<file path="config.mk">
export PLATFORM = sky130hd
export DESIGN_NAME = tlb_op_ctrl
export DESIGN_NICKNAME = d
export VERILOG_FILES = /design/src/rtl/tlb_op_ctrl.sv
export SDC_FILE = /design/constraint.sdc
export NUM_CORES = 1
export LEC_CHECK = 0
export ABC_AREA = 0
export BUFFER_PORTS_ARGS = -buffer_cell sky130_fd_sc_hd__buf_2
export CAP_MARGIN = 20
export CORE_MARGIN = 1.5
export CORE_UTILIZATION = 40
export CTS_CLUSTER_SIZE = 12
export DETAILED_ROUTE_END_ITERATION = 8
export PLACE_DENSITY = 0.66
export SETUP_SLACK_MARGIN = 0.15
export SYNTH_ARGS = -nofsm -noshare
export SYNTH_HDL_FRONTEND = slang
export SYNTH_SLANG_ARGS = --single-unit
</file>
<file path="constraint.sdc">
create_clock -name clk -period 6.7 [get_ports clk]
set_clock_uncertainty 0.15 [all_clocks]
set_input_delay 0.335 -clock clk [delete_from_list [all_inputs] [get_ports clk]]
set_output_delay 0.335 -clock clk [all_outputs]
set_load 0.02 [all_outputs]
</file>
<file path="src/rtl/tlb_op_ctrl.sv">
// TLB operation controller: sequences SRCH/RD/WR/FILL/INV requests onto the
// TLB search, read and write ports and returns a single-cycle response.
module tlb_op_ctrl #(
    parameter int TLBNUM = 16,
    localparam int IW = $clog2(TLBNUM)
) (
    input  logic          clk,
    input  logic          reset,
    input  logic          req_valid,
    output logic          req_ready,
    input  logic [2:0]    req_op,
    input  logic [4:0]    req_inv_op,
    input  logic [9:0]    req_asid,
    input  logic [18:0]   req_vppn,
    input  logic [IW-1:0] req_index,
    output logic [18:0]   s_vppn,
    output logic [9:0]    s_asid,
    input  logic          s_found,
    input  logic [IW-1:0] s_index,
    output logic [IW-1:0] r_index,
    input  logic          r_e,
    input  logic          r_g,
    input  logic [18:0]   r_vppn,
    input  logic [9:0]    r_asid,
    input  logic [5:0]    r_ps,
    output logic          we,
    output logic [IW-1:0] w_index,
    output logic          w_from_rd,
    output logic          rd_en,
    output logic          resp_valid,
    output logic          resp_found,
    output logic [IW-1:0] resp_index,
    output logic          resp_err
);

    localparam logic [1:0] ST_IDLE = 2'd0;
    localparam logic [1:0] ST_EXEC = 2'd1;
    localparam logic [1:0] ST_SCAN = 2'd2;
    localparam logic [1:0] ST_DONE = 2'd3;

    localparam logic [2:0] OP_SRCH = 3'd0;
    localparam logic [2:0] OP_RD   = 3'd1;
    localparam logic [2:0] OP_WR   = 3'd2;
    localparam logic [2:0] OP_FILL = 3'd3;
    localparam logic [2:0] OP_INV  = 3'd4;

    logic [1:0]    state;
    logic [2:0]    op_q;
    logic [4:0]    inv_op_q;
    logic [9:0]    asid_q;
    logic [18:0]   vppn_q;
    logic [IW-1:0] index_q;
    logic [IW-1:0] fill_cnt;
    logic [IW-1:0] fill_q;
    logic [IW:0]   scan_idx;
    logic          resp_found_q;
    logic [IW-1:0] resp_index_q;
    logic          resp_err_q;

    logic          accept;
    logic          illegal;
    logic          scan_active;
    logic [IW-1:0] scan_k;
    logic          asid_eq;
    logic          va_eq;
    logic          hit;

    assign req_ready  = (state == ST_IDLE) && !reset;
    assign resp_valid = (state == ST_DONE) && !reset;
    assign accept     = req_valid && req_ready;
    assign illegal    = (req_op > OP_INV) || ((req_op == OP_INV) && (req_inv_op > 5'd6));

    assign resp_found = resp_found_q & ~reset;
    assign resp_index = reset ? '0 : resp_index_q;
    assign resp_err   = resp_err_q & ~reset;

    assign s_vppn = vppn_q;
    assign s_asid = asid_q;

    // The scan index runs one step past the last entry so the response
    // leaves a one-cycle gap after the final write opportunity.
    assign scan_active = (state == ST_SCAN) && (scan_idx < (IW+1)'(TLBNUM));
    assign scan_k      = scan_idx[IW-1:0];

    // Huge pages (ps=21) only compare the upper VPPN bits.
    assign asid_eq = (r_asid == asid_q);
    assign va_eq   = (r_ps == 6'd21) ? (r_vppn[18:10] == vppn_q[18:10])
                                     : (r_vppn == vppn_q);

    always_comb begin
        hit = 1'b0;
        case (inv_op_q)
            5'd0, 5'd1: hit = 1'b1;
            5'd2:       hit = r_g;
            5'd3:       hit = !r_g;
            5'd4:       hit = !r_g && asid_eq;
            5'd5:       hit = !r_g && asid_eq && va_eq;
            5'd6:       hit = (r_g || asid_eq) && va_eq;
            default:    hit = 1'b0;
        endcase
    end

    // NOTE: every output gets a default first so no path leaves a latch behind.
    always_comb begin
        we        = 1'b0;
        w_index   = '0;
        w_from_rd = 1'b0;
        r_index   = '0;
        rd_en     = 1'b0;
        if (!reset) begin
            case (state)
                ST_EXEC: begin
                    case (op_q)
                        OP_RD: begin
                            r_index = index_q;
                            rd_en   = 1'b1;
                        end
                        OP_WR: begin
                            we      = 1'b1;
                            w_index = index_q;
                        end
                        OP_FILL: begin
                            we      = 1'b1;
                            w_index = fill_q;
                        end
                        default: ;
                    endcase
                end
                ST_SCAN: begin
                    if (scan_active) begin
                        r_index = scan_k;
                        if (r_e && hit) begin
                            we        = 1'b1;
                            w_index   = scan_k;
                            w_from_rd = 1'b1;
                        end
                    end
                end
                default: ;
            endcase
        end
    end

    // NOTE: request fields are pure datapath captured on accept; only control
    // state and visible response registers need a reset value.
    always_ff @(posedge clk) begin
        if (reset) begin
            state        <= ST_IDLE;
            fill_cnt     <= '0;
            scan_idx     <= '0;
            resp_found_q <= 1'b0;
            resp_index_q <= '0;
            resp_err_q   <= 1'b0;
        end else begin
            fill_cnt <= (fill_cnt == IW'(TLBNUM - 1)) ? '0 : fill_cnt + IW'(1);
            case (state)
                ST_IDLE: begin
                    if (accept) begin
                        op_q         <= req_op;
                        inv_op_q     <= req_inv_op;
                        asid_q       <= req_asid;
                        vppn_q       <= req_vppn;
                        index_q      <= req_index;
                        fill_q       <= fill_cnt;
                        scan_idx     <= '0;
                        resp_found_q <= 1'b0;
                        resp_index_q <= '0;
                        resp_err_q   <= illegal;
                        if (illegal)               state <= ST_DONE;
                        else if (req_op == OP_INV) state <= ST_SCAN;
                        else                       state <= ST_EXEC;
                    end
                end
                ST_EXEC: begin
                    if (op_q == OP_SRCH) begin
                        resp_found_q <= s_found;
                        resp_index_q <= s_index;
                    end
                    state <= ST_DONE;
                end
                ST_SCAN: begin
                    if (scan_idx == (IW+1)'(TLBNUM)) state    <= ST_DONE;
                    else                             scan_idx <= scan_idx + (IW+1)'(1);
                end
                default: state <= ST_IDLE;
            endcase
        end
    end

endmodule

</file>
==> key figures <==
Floorplanning
  • Number of top-level pins: 134
  • Chip width: 87.7 um
  • Core box area: 6870 um2
  • Rows: 30
  • Full die area: 7690 um2
  • Die Y: 87.7 um
  • Initial core utilization: 0.418

GRT
  • Initial antenna violation count: 0
  • Pin count of the biggest net entering global routing: 33
  • M3 GR Usage: 0.0556
  • GRT busiest layer: met2
  • Total GRT Usage: 0.177
  • Met1 Use GR: 0.200
  • First-pass GRT wire length: 10000 um
  • Vias in the first global route: 2179
  • Met2 usage: 0.303
  • GR Overflow Total: 0

Routing
  • Residual DRC: 0
  • ANT nets after route: 0
  • Via Count: 2279
  • WL final: 6590 um
  • DR iter-0 viols: 126
  • First-pass detailed-route iteration total: 4
  • WL per Instance: 13.7 um
  • Vias per cell: 4.73

Setup path
  • Launch point of the worst path: s_asid[6]
  • R2R setup slack: 4.10 ns
  • R2R Path End: resp_index_q[3]
  • Reg2Reg Depth: 7
  • Critical path class: reg -> out
  • Critical Path RT: 6.21 ns
  • Worst Setup EP: w_index[1]
  • Critical path capture point type: output pin
  • WP data arrival: 2.30 ns
  • CP startpoint kind: register
  • Max FO, Critical Path: 5
  • R2R Path Start: state[0]

Logic synthesis
  • Sequential element share of the synthesized area: 0.589
  • Share of the synthesized area in the top cell type: 0.471
  • Dominant cells by area after synthesis: edfxtp_1 (47%), dfxtp_1 (12%), xor2_1 (8.5%), ha_1 (3.5%), nor2_1 (2.9%)
  • Mapped cell area: 2870 um2
  • Syn Nets: 331
  • Netlist cell types: 40
  • Main synth FF type: edfxtp_1
  • Synth Register Bits: 62
  • Syn Area/Cell: 12.1 um2
  • Post-synth ARST share: 0
  • Cells after Synth: 237
  • Yosys top cell by area: edfxtp_1
  • Number of synthesized flops with an enable pin: 45
  • Yosys Warn Count: 0

Power
  • Power Dens Cells: 286 nW/um2
  • Lkg Pwr: 1.68 nW
  • Clk pwr share: 0.341
  • Sw Pwr: 0.000311 W
  • Switching share of power: 0.278
  • Peak supply drop: 0.113 mV
  • Power Internal: 0.000806 W
  • Logic pwr share: 0.213
  • Flop pwr share: 0.447

CTS
  • Clock slew at reported path FFs: 0.06 ns
  • Clock sink count: 62
  • Clock Latency Late Sink: 0.33 ns
  • Post-CTS setup buffer count: 0
  • CTS H-tree lvls: 3
  • CTS max path bufs: 2
  • Total CTS buffers: 9
  • Root buf cell: clkbuf_8
  • CTS tree: yes

Placed design
  • # placed instances: 465
  • Pre-CTS WS: 4.08 ns
  • HPWL Detailed: 5210 um
  • Final Wtd Congestion: 0.815
  • Port Buf Inserts: 133

STA
  • Final Setup Violations: 0
  • Slew margin rel.: 0.573
  • Fin. Hold Viols: 0
  • Setup TNS: 0 ns
  • RSZ-0062 raised after global routing: no
  • Setup ws final: 3.92 ns
  • Fmax: 359 MHz
  • Period minus WS final: 2.78 ns
  • Fin Hold WS: 0.0248 ns
  • Max Slew Vio Count: 0
  • Worst slew pin tran: 0.636 ns
  • Post-route clock period utilization: 0.415

Layout
  • Area grow syn2layout: 36.0%
  • Ant diodes: 0
  • Fillers: 608
  • NumNets Final: 475
  • Finished Layout Cells: 482
  • Register Area: 1690 um2
  • Area of the multi-input gates: 1150 um2
  • Fraction of layout instances using a drive strength above 1: 0.412

Run
  • Max-cap violation count: 0

Min path
  • Min-delay worst type: in -> reg

Status
  • Status: finished, final reports clean
==> layout make-up <==
type / instances / area share
Clock buffer: 11 / 0.0337
Clock inverter: 5 / 0.0250
Inverter: 8 / 0.00769
Multi-Input combinational cell: 165 / 0.294
Sequential cell: 62 / 0.433
Tap cell: 96 / 0.0308
Timing Repair Buffer: 135 / 0.175
==> what timing repair did <==
action | 4_1_cts | 5_1_grt
hold buffers | 0 | 1
endpoints found under the hold margin | 0 | 1
gates resized for setup | 0 | 0
==> critical path, stage by stage (launching register included) <==
cell and delay, ns:
edfxtp_1 0.41, xor2_1 0.18, nor4_1 0.32, nand3_1 0.20, o41ai_2 0.34, o21ai_2 0.17, o21ai_1 0.16, buf_2 0.18
==> per-layer routing <==
metal / share of wire / up-vias / wire, um
li1: - / 1146 / -
met1: 0.42 / 1045 / 2770
met2: 0.49 / 76 / 3250
met3: 0.065 / 12 / 428
met4: 0.022 / 0 / 144
met5: 0 / - / 0
==> worst min path at each step <==
stage | cells past startpoint | slack (ns) | end | start
after floorplan | 0 | 0.28 | fill_q[3] | fill_cnt[3]
final | 1 | 0.02 | s_vppn[6] | req_vppn[6]
after global routing | 1 | 0.005 | s_asid[0] | req_asid[0]
after detailed placement | 0 | 0.31 | fill_q[3] | fill_cnt[3]
after CTS | 1 | 0.001 | s_asid[0] | req_asid[0]
after global placement | 0 | 0.31 | fill_q[3] | fill_cnt[3]
==> power by group through the flow <==
stage | clock, W | combinational [W] | sequential (W)
5_1_grt | 0.000405 | 0.000263 | 0.000505
6_report | 0.000380 | 0.000237 | 0.000499
3_5_place_dp | 0 | 0.000238 | 0.000507
3_3_place_gp | 0 | 0.000235 | 0.000505
4_1_cts | 0.000392 | 0.000239 | 0.000499
2_1_floorplan | 0 | 0.000125 | 0.000533
==> kinds of logic (layout without fill, tap and decap cells) <==
| kind of cell | after synthesis | count (layout) | synth area share |
|---|---|---|---|
| AOI/OAI and AO/OA | 34 | 34 | 0.0841 |
| muxes | 5 | 5 | 0.0196 |
| adders and majority gates | 8 | 8 | 0.0349 |
| and+or+nand+nor | 83 | 83 | 0.152 |
| DFF | 62 | 62 | 0.589 |
| xor gates and xnor gates | 35 | 35 | 0.107 |
| buffers and inverters | 10 | 159 | 0.0131 |
==> cells in the mapped netlist, types with 2 or more instances <==
cell and number:
xnor2_1 7, o21ai_0 4, nor4_1 6, dfxtp_1 17
a21o_1 5, mux2_2 5, clkbuf_1 2, or3_1 2
a21oi_1 7, nor2_1 22, inv_1 8, nand3_1 4
nand2_1 17, nand4_1 4, a22oi_1 4, and3_1 2
o21ai_1 5, nor3_1 5, xor2_1 28, nor2b_1 11
ha_1 8, edfxtp_1 45, nand3b_1 2
==> cells in the final DEF (no fill, tap or decap), types with 6 or more instances in the layout <==
cell | synthesis | layout
edfxtp_1 | 45 | 45
xor2_1 | 28 | 28
nor4_1 | 6 | 6
nand2_1 | 17 | 17
buf_2 | 0 | 133
nor2_1 | 22 | 21
ha_1 | 8 | 8
a21oi_1 | 7 | 7
inv_1 | 8 | 8
nor2b_1 | 11 | 11
xnor2_1 | 7 | 7
clkbuf_8 | 0 | 9
dfxtp_1 | 17 | 17
==> stage by stage <==
| stage | area (um2) | total power (W) | util |
|---|---|---|---|
| 6_report | 3900 | 0.00112 | 0.568 |
| 5_1_grt | 3900 | 0.00117 | 0.568 |
| 4_1_cts | 3890 | 0.00113 | 0.567 |
| 3_5_place_dp | 3660 | 0.000746 | 0.533 |
| 3_3_place_gp | 3660 | 0.000740 | 0.533 |
| 2_1_floorplan | 2870 | 0.000658 | - |
==> state kept, by name (all words and copies together) (netlist names) <==
register and flops:
fill_cnt 4, fill_q 4, index_q 4, inv_op_q 5, op_q 3, resp_err_q 1, resp_found_q 1, resp_index_q 4
s_asid 10, s_vppn 19, scan_idx 5, state 2
Power figures use the tool's default switching activity.
